**config.mk**
```make
export PLATFORM = sky130hd
export DESIGN_NAME = instr_fetch_unit
export DESIGN_NICKNAME = d
export VERILOG_FILES = /design/src/rtl/instr_fetch_unit.sv
export SDC_FILE = /design/constraint.sdc
export NUM_CORES = 1
export LEC_CHECK = 0
export CAP_MARGIN = 20
export CORE_MARGIN = 5
export CORE_UTILIZATION = 50
export CTS_BUF_LIST = sky130_fd_sc_hd__clkbuf_16
export CTS_CLUSTER_DIAMETER = 50
export CTS_CLUSTER_SIZE = 30
export DETAILED_ROUTE_END_ITERATION = 16
export PLACE_DENSITY = 0.8
export SLEW_MARGIN = 5
export SYNTH_ARGS = -nofsm -noshare
export SYNTH_HDL_FRONTEND = slang
export SYNTH_SLANG_ARGS = --single-unit
```
**constraint.sdc**
```tcl
create_clock -name clk -period 1.9 [get_ports clk]
set_input_delay 0.19 -clock clk [delete_from_list [all_inputs] [get_ports clk]]
set_output_delay 0.19 -clock clk [all_outputs]
set_load 0.05 [all_outputs]
```
**src/rtl/instr_fetch_unit.sv**
```systemverilog
// rtl/instr_fetch_unit.sv - instruction store and PC sequencer feeding the core over valid/ready
module instr_fetch_unit #(
  parameter int unsigned DATA_W    = 9,
  parameter int unsigned ADDR_W    = 6,
  parameter int unsigned DEPTH     = 64,
  parameter int unsigned RESET_PC  = 0,
  parameter int unsigned HALT_WORD = 256
) (
  input  logic              clk,
  input  logic              Resetn,
  input  logic              run,
  input  logic              restart,
  input  logic              load_en,
  input  logic [ADDR_W-1:0] load_addr,
  input  logic [DATA_W-1:0] load_data,
  output logic [DATA_W-1:0] instr,
  output logic              instr_valid,
  input  logic              instr_ready,
  input  logic              jmp,
  input  logic [ADDR_W-1:0] jmp_addr,
  output logic [ADDR_W-1:0] pc,
  output logic              halted,
  output logic              fault
);

  localparam logic [ADDR_W:0]   DEPTH_X = (ADDR_W+1)'(DEPTH);
  localparam logic [ADDR_W-1:0] PC_RST  = ADDR_W'(RESET_PC);
  localparam logic [DATA_W-1:0] HALT_W  = DATA_W'(HALT_WORD);

  typedef enum logic [1:0] {IDLE, FETCH, VALID, HALT} state_t;

  state_t              state_q, state_d;
  logic [ADDR_W-1:0]   pc_q, pc_d;
  logic [DATA_W-1:0]   instr_q, instr_d;
  logic                valid_q, valid_d;
  logic                halted_q, halted_d;
  logic                fault_q, fault_d;
  logic [DATA_W-1:0]   mem_q [DEPTH];

  logic pc_in_range;
  logic load_in_range;

  assign pc_in_range   = ({1'b0, pc_q} < DEPTH_X);
  assign load_in_range = ({1'b0, load_addr} < DEPTH_X);

  // Memory is not reset so a program survives Resetn; reads below see pre-edge contents.
  always_ff @(posedge clk) begin
    if (Resetn && load_en && load_in_range) begin
      mem_q[load_addr] <= load_data;
    end
  end

  always_comb begin
    state_d  = state_q;
    pc_d     = pc_q;
    instr_d  = instr_q;
    valid_d  = valid_q;
    halted_d = halted_q;
    fault_d  = fault_q;
    case (state_q)
      IDLE: begin
        if (run) state_d = FETCH;
      end
      FETCH: begin
        if (pc_in_range) begin
          instr_d = mem_q[pc_q];
          valid_d = 1'b1;
          state_d = VALID;
        end else begin
          fault_d  = 1'b1;
          halted_d = 1'b1;
          state_d  = HALT;
        end
      end
      VALID: begin
        if (instr_ready) begin
          valid_d = 1'b0;
          pc_d    = jmp ? jmp_addr : pc_q + 1'b1;
          if (instr_q == HALT_W) begin
            halted_d = 1'b1;
            state_d  = HALT;
          end else begin
            state_d = run ? FETCH : IDLE;
          end
        end
      end
      HALT: begin
        if (restart) begin
          pc_d     = PC_RST;
          halted_d = 1'b0;
          state_d  = IDLE;
        end
      end
      default: state_d = IDLE;
    endcase
  end

  always_ff @(posedge clk) begin
    if (!Resetn) begin
      state_q  <= IDLE;
      pc_q     <= PC_RST;
      instr_q  <= '0;
      valid_q  <= 1'b0;
      halted_q <= 1'b0;
      fault_q  <= 1'b0;
    end else begin
      state_q  <= state_d;
      pc_q     <= pc_d;
      instr_q  <= instr_d;
      valid_q  <= valid_d;
      halted_q <= halted_d;
      fault_q  <= fault_d;
    end
  end

  assign instr       = instr_q;
  assign instr_valid = valid_q;
  assign pc          = pc_q;
  assign halted      = halted_q;
  assign fault       = fault_q;

endmodule

```
==> flow_summary.toml <==
[status]
outcome = "complete, but fails checks"
violations = "negative setup slack"

[power]
clkPwrFrac_pct = 37.5
p_int_mw = 19.33
p_comb_share_pct = 4.7
switchingPower_mw = 5.670
seqPwrFrac_pct = 57.8
vdd_ir_drop_max_uv = 631.9
powerDensity_nw_per_um2 = 867.3
leakage_nw = 9.230
swShare_pct = 22.68

[logic_synthesis]
synthCells = 1268
syn_area_um2 = 23620
synth_top_cell_area_share_pct = 73.22
synth_edf_count = 576
ys_top_cells_by_area = "edfxtp_1 73%, mux4_2 7.3%, mux2i_1 5.8%, dfxtp_1 1.6%, nor2_1 1.3%"
yosysSeqAreaShare_pct = 74.83
synthAdderAreaFrac_pct = 0.05296
synth_fp_nets = 1297
synth_xor_xnor_area_share_pct = 0.07415
yosys.cell_count.top_type = "edfxtp_1"
ys_types = 68
yosysTopAreaCell = "edfxtp_1"
synthMuxAreaShare_pct = 13.98
netlist_top_cells_count = "576 x edfxtp_1, 136 x mux2i_1, 81 x nor2_1, 77 x mux4_2"
postSynthAreaPerCell_um2 = 18.63
ys_async_sr_fraction_pct = 0
synthFlopType = "edfxtp_1"
yosysWarningCount = 0
ys_seq_elements = 595
synth-simple-area-share_pct = 4.502
synth_top_family_by_area = "multiplexers"
synth-compound-area-share_pct = 4.539

[clock_network]
postCtsHoldBufs = 0
h-tree-depth = 2
clock-root-buffer = "clkbuf_16"
cts.sinks = 595
cts_tree = "built"
clockBufferDepth = 3
numCtsBuffers = 40
clk_latency_ps = 590
clkTransAtPathRegs_ps = 90

[floorplan]
dieArea_um2 = 51690
rows = 79
initial_utilization_pct = 50.64
ioPinCount = 46
coreArea_um2 = 46650
fp.dieW_um = 227.4
die_h_um = 227.4

[routing]
first_pass_iters = 6
drcViolationCount = 0
drt_iter0_drc = 2095
wl_um = 59980
final_antenna_net_count = 0
viasPerCell = 6.227
wl_per_cell_um = 27.50
dr_total_vias = 13580

[setup_path]
critPathArrivalTime_ps = 2590
startpoint_type = "register"
crit_fanout = 15
cp.required_ps = 2380
max_stage_delay_ps = 570
worst-r2r-cell-count = 5
crit_slowest_cell = "mux4_2"
crit_chain = "buf_4 > mux4_2 > mux2i_1 > a311oi_1 > a22o_1"
critPathKind = "reg2reg"
end_kind = "register"

[min_path]
hold_depth = 1
worstHoldPathType = "in2reg"

[job]
drv_cap = 0

[placed_design]
dp_hpwl_um = 37710
gp_congestion = 0.9601
port-buffer-count = 44
dp_cells = 2075
placed_area_um2 = 26500
pre_cts_ws_ps = -418.6

[grt]
grt_max_degree = 65
grt_pass1_vias = 13460
gr-total-overflow = 0
grtUsageTotal_pct = 22.91
antenna_found_initial = 0
grt_first_pass_wirelength_um = 87240

[finish]
area_growth_pct = 22.04
final_layout_size_suffix_gt1_share_pct = 32.91
stdcell_count = 2181
regArea_um2 = 17690
fin_area_um2 = 28830
multi_input_comb_area_um2 = 5954
nFillCells = 3065
finalNetCount = 1571
diodes = 0

[sta]
setup_viol = 9
post-route-period-util_pct = 110.8
fin_ws_ps = -205.3
clock.fmax_mhz = 475.0
hold_violations = 0
worst_pin_slew_ps = 588.7
timing.final.max_slew_violations = 0
grt_setup_unrepaired = "yes"
period_minus_slack_ps = 2105
max_slew_margin_pct = 60.67
skew_ps = 20.51
## cell families after synthesis
logic type / count (synthesis)
other: 1
multiplexers: 222
XOR/XNOR: 2
adder cells (fa/ha/maj): 1
AO/OA/AOI/OAI: 148
AND/OR/NAND/NOR: 219
buffers and inverters: 80
flip-flops: 595
## metal layers
| layer | share of wire [%] | GRT usage, % |
|---|---|---|
| met4 | 4.2 | 8.623 |
| met2 | 48 | 36.45 |
| met3 | 11 | 5.106 |
| met1 | 37 | 31.51 |
| met5 | 0 | 0 |
## final cells by class
cell class,instances,share of cell area (%)
timing repair buffer,307,10.39
clock inverter,33,1.341
clock buffer,41,3.559
inverter,5,0.06510
tap,607,2.634
multi-input combinational,593,20.65
sequential,595,61.35
## timing repair
item	CTS	global route
resized for setup	85	33
gates cloned	3	0
pin swaps	23	17
buffers inserted	21	8
setup endpoints to repair	16	10
## stage by stage
step | hold WS (ps) | TNS, ps | power [mW] | utilization, %
after global routing | 57.45 | -1895 | 25.68 | 61.80
after detailed placement | 447.6 | -88010 | 15.78 | 56.80
after floorplan | 288.9 | -699.4 | 15.20 | -
after CTS | 53.00 | -1144 | 25.07 | 61.25
final | 81.16 | -1401 | 25.00 | 61.80
after global placement | 434.4 | -68030 | 15.75 | 56.80
## registers in the layout, summed over array words and instances (netlist names)
register / count
halted: 1
instr: 9
instr_valid: 1
mem_q: 576
pc: 6
state_q: 2
## power groups by stage
| stage | Sequential [mW] | Combinational [mW] | Clock [mW] |
|---|---|---|---|
| finish | 14.5 | 1.16 | 9.39 |
| global route | 14.5 | 1.22 | 10.0 |
| CTS | 14.4 | 1.12 | 9.50 |
| detailed placement | 14.8 | 1.03 | 0 |
| global placement | 14.7 | 1.00 | 0 |
| floorplan | 14.8 | 0.419 | 0 |
## critical path: cells and delay by family (launching register included)
family	cells	cell delay (ps)
multiplexers	2	830
flip-flops	1	440
AO/OA/AOI/OAI	2	400
buffers and inverters	1	320
## cells in the final DEF, fill, tap and decap left out, types with 6 or more instances in the layout
cell type | synthesis | layout
edfxtp_1 | 576 | 576
buf_4 | 12 | 217
mux2i_1 | 136 | 123
mux4_2 | 77 | 84
nor2_1 | 81 | 81
buf_12 | 1 | 44
clkbuf_16 | 0 | 41
nand2_1 | 37 | 36
o22ai_1 | 37 | 26
nand3_1 | 24 | 20
clkdlybuf4s50_1 | 0 | 18
nor2b_1 | 19 | 17
a21oi_1 | 17 | 15
dfxtp_1 | 19 | 15
a22oi_1 | 15 | 11
nand3b_1 | 10 | 10
mux2i_2 | 0 | 10
o221ai_1 | 15 | 10
nor3_2 | 0 | 9
buf_2 | 22 | 9
o22ai_2 | 0 | 8
o21ai_0 | 10 | 8
inv_6 | 0 | 8
buf_6 | 10 | 8
inv_8 | 0 | 7
dlygate4sd2_1 | 0 | 7
nand2b_1 | 6 | 6
inv_12 | 0 | 6
## path summary, 6_finish.rpt
kind | startpoint | to | slack [ps]
max | pc[1] | instr[8] | -210
min | load_data[2] | mem_q[33][2] | 80
max reg2reg | pc[1] | instr[8] | -210
min reg2reg | instr_valid | instr_valid | 460
(Power assumes the default switching activity.)
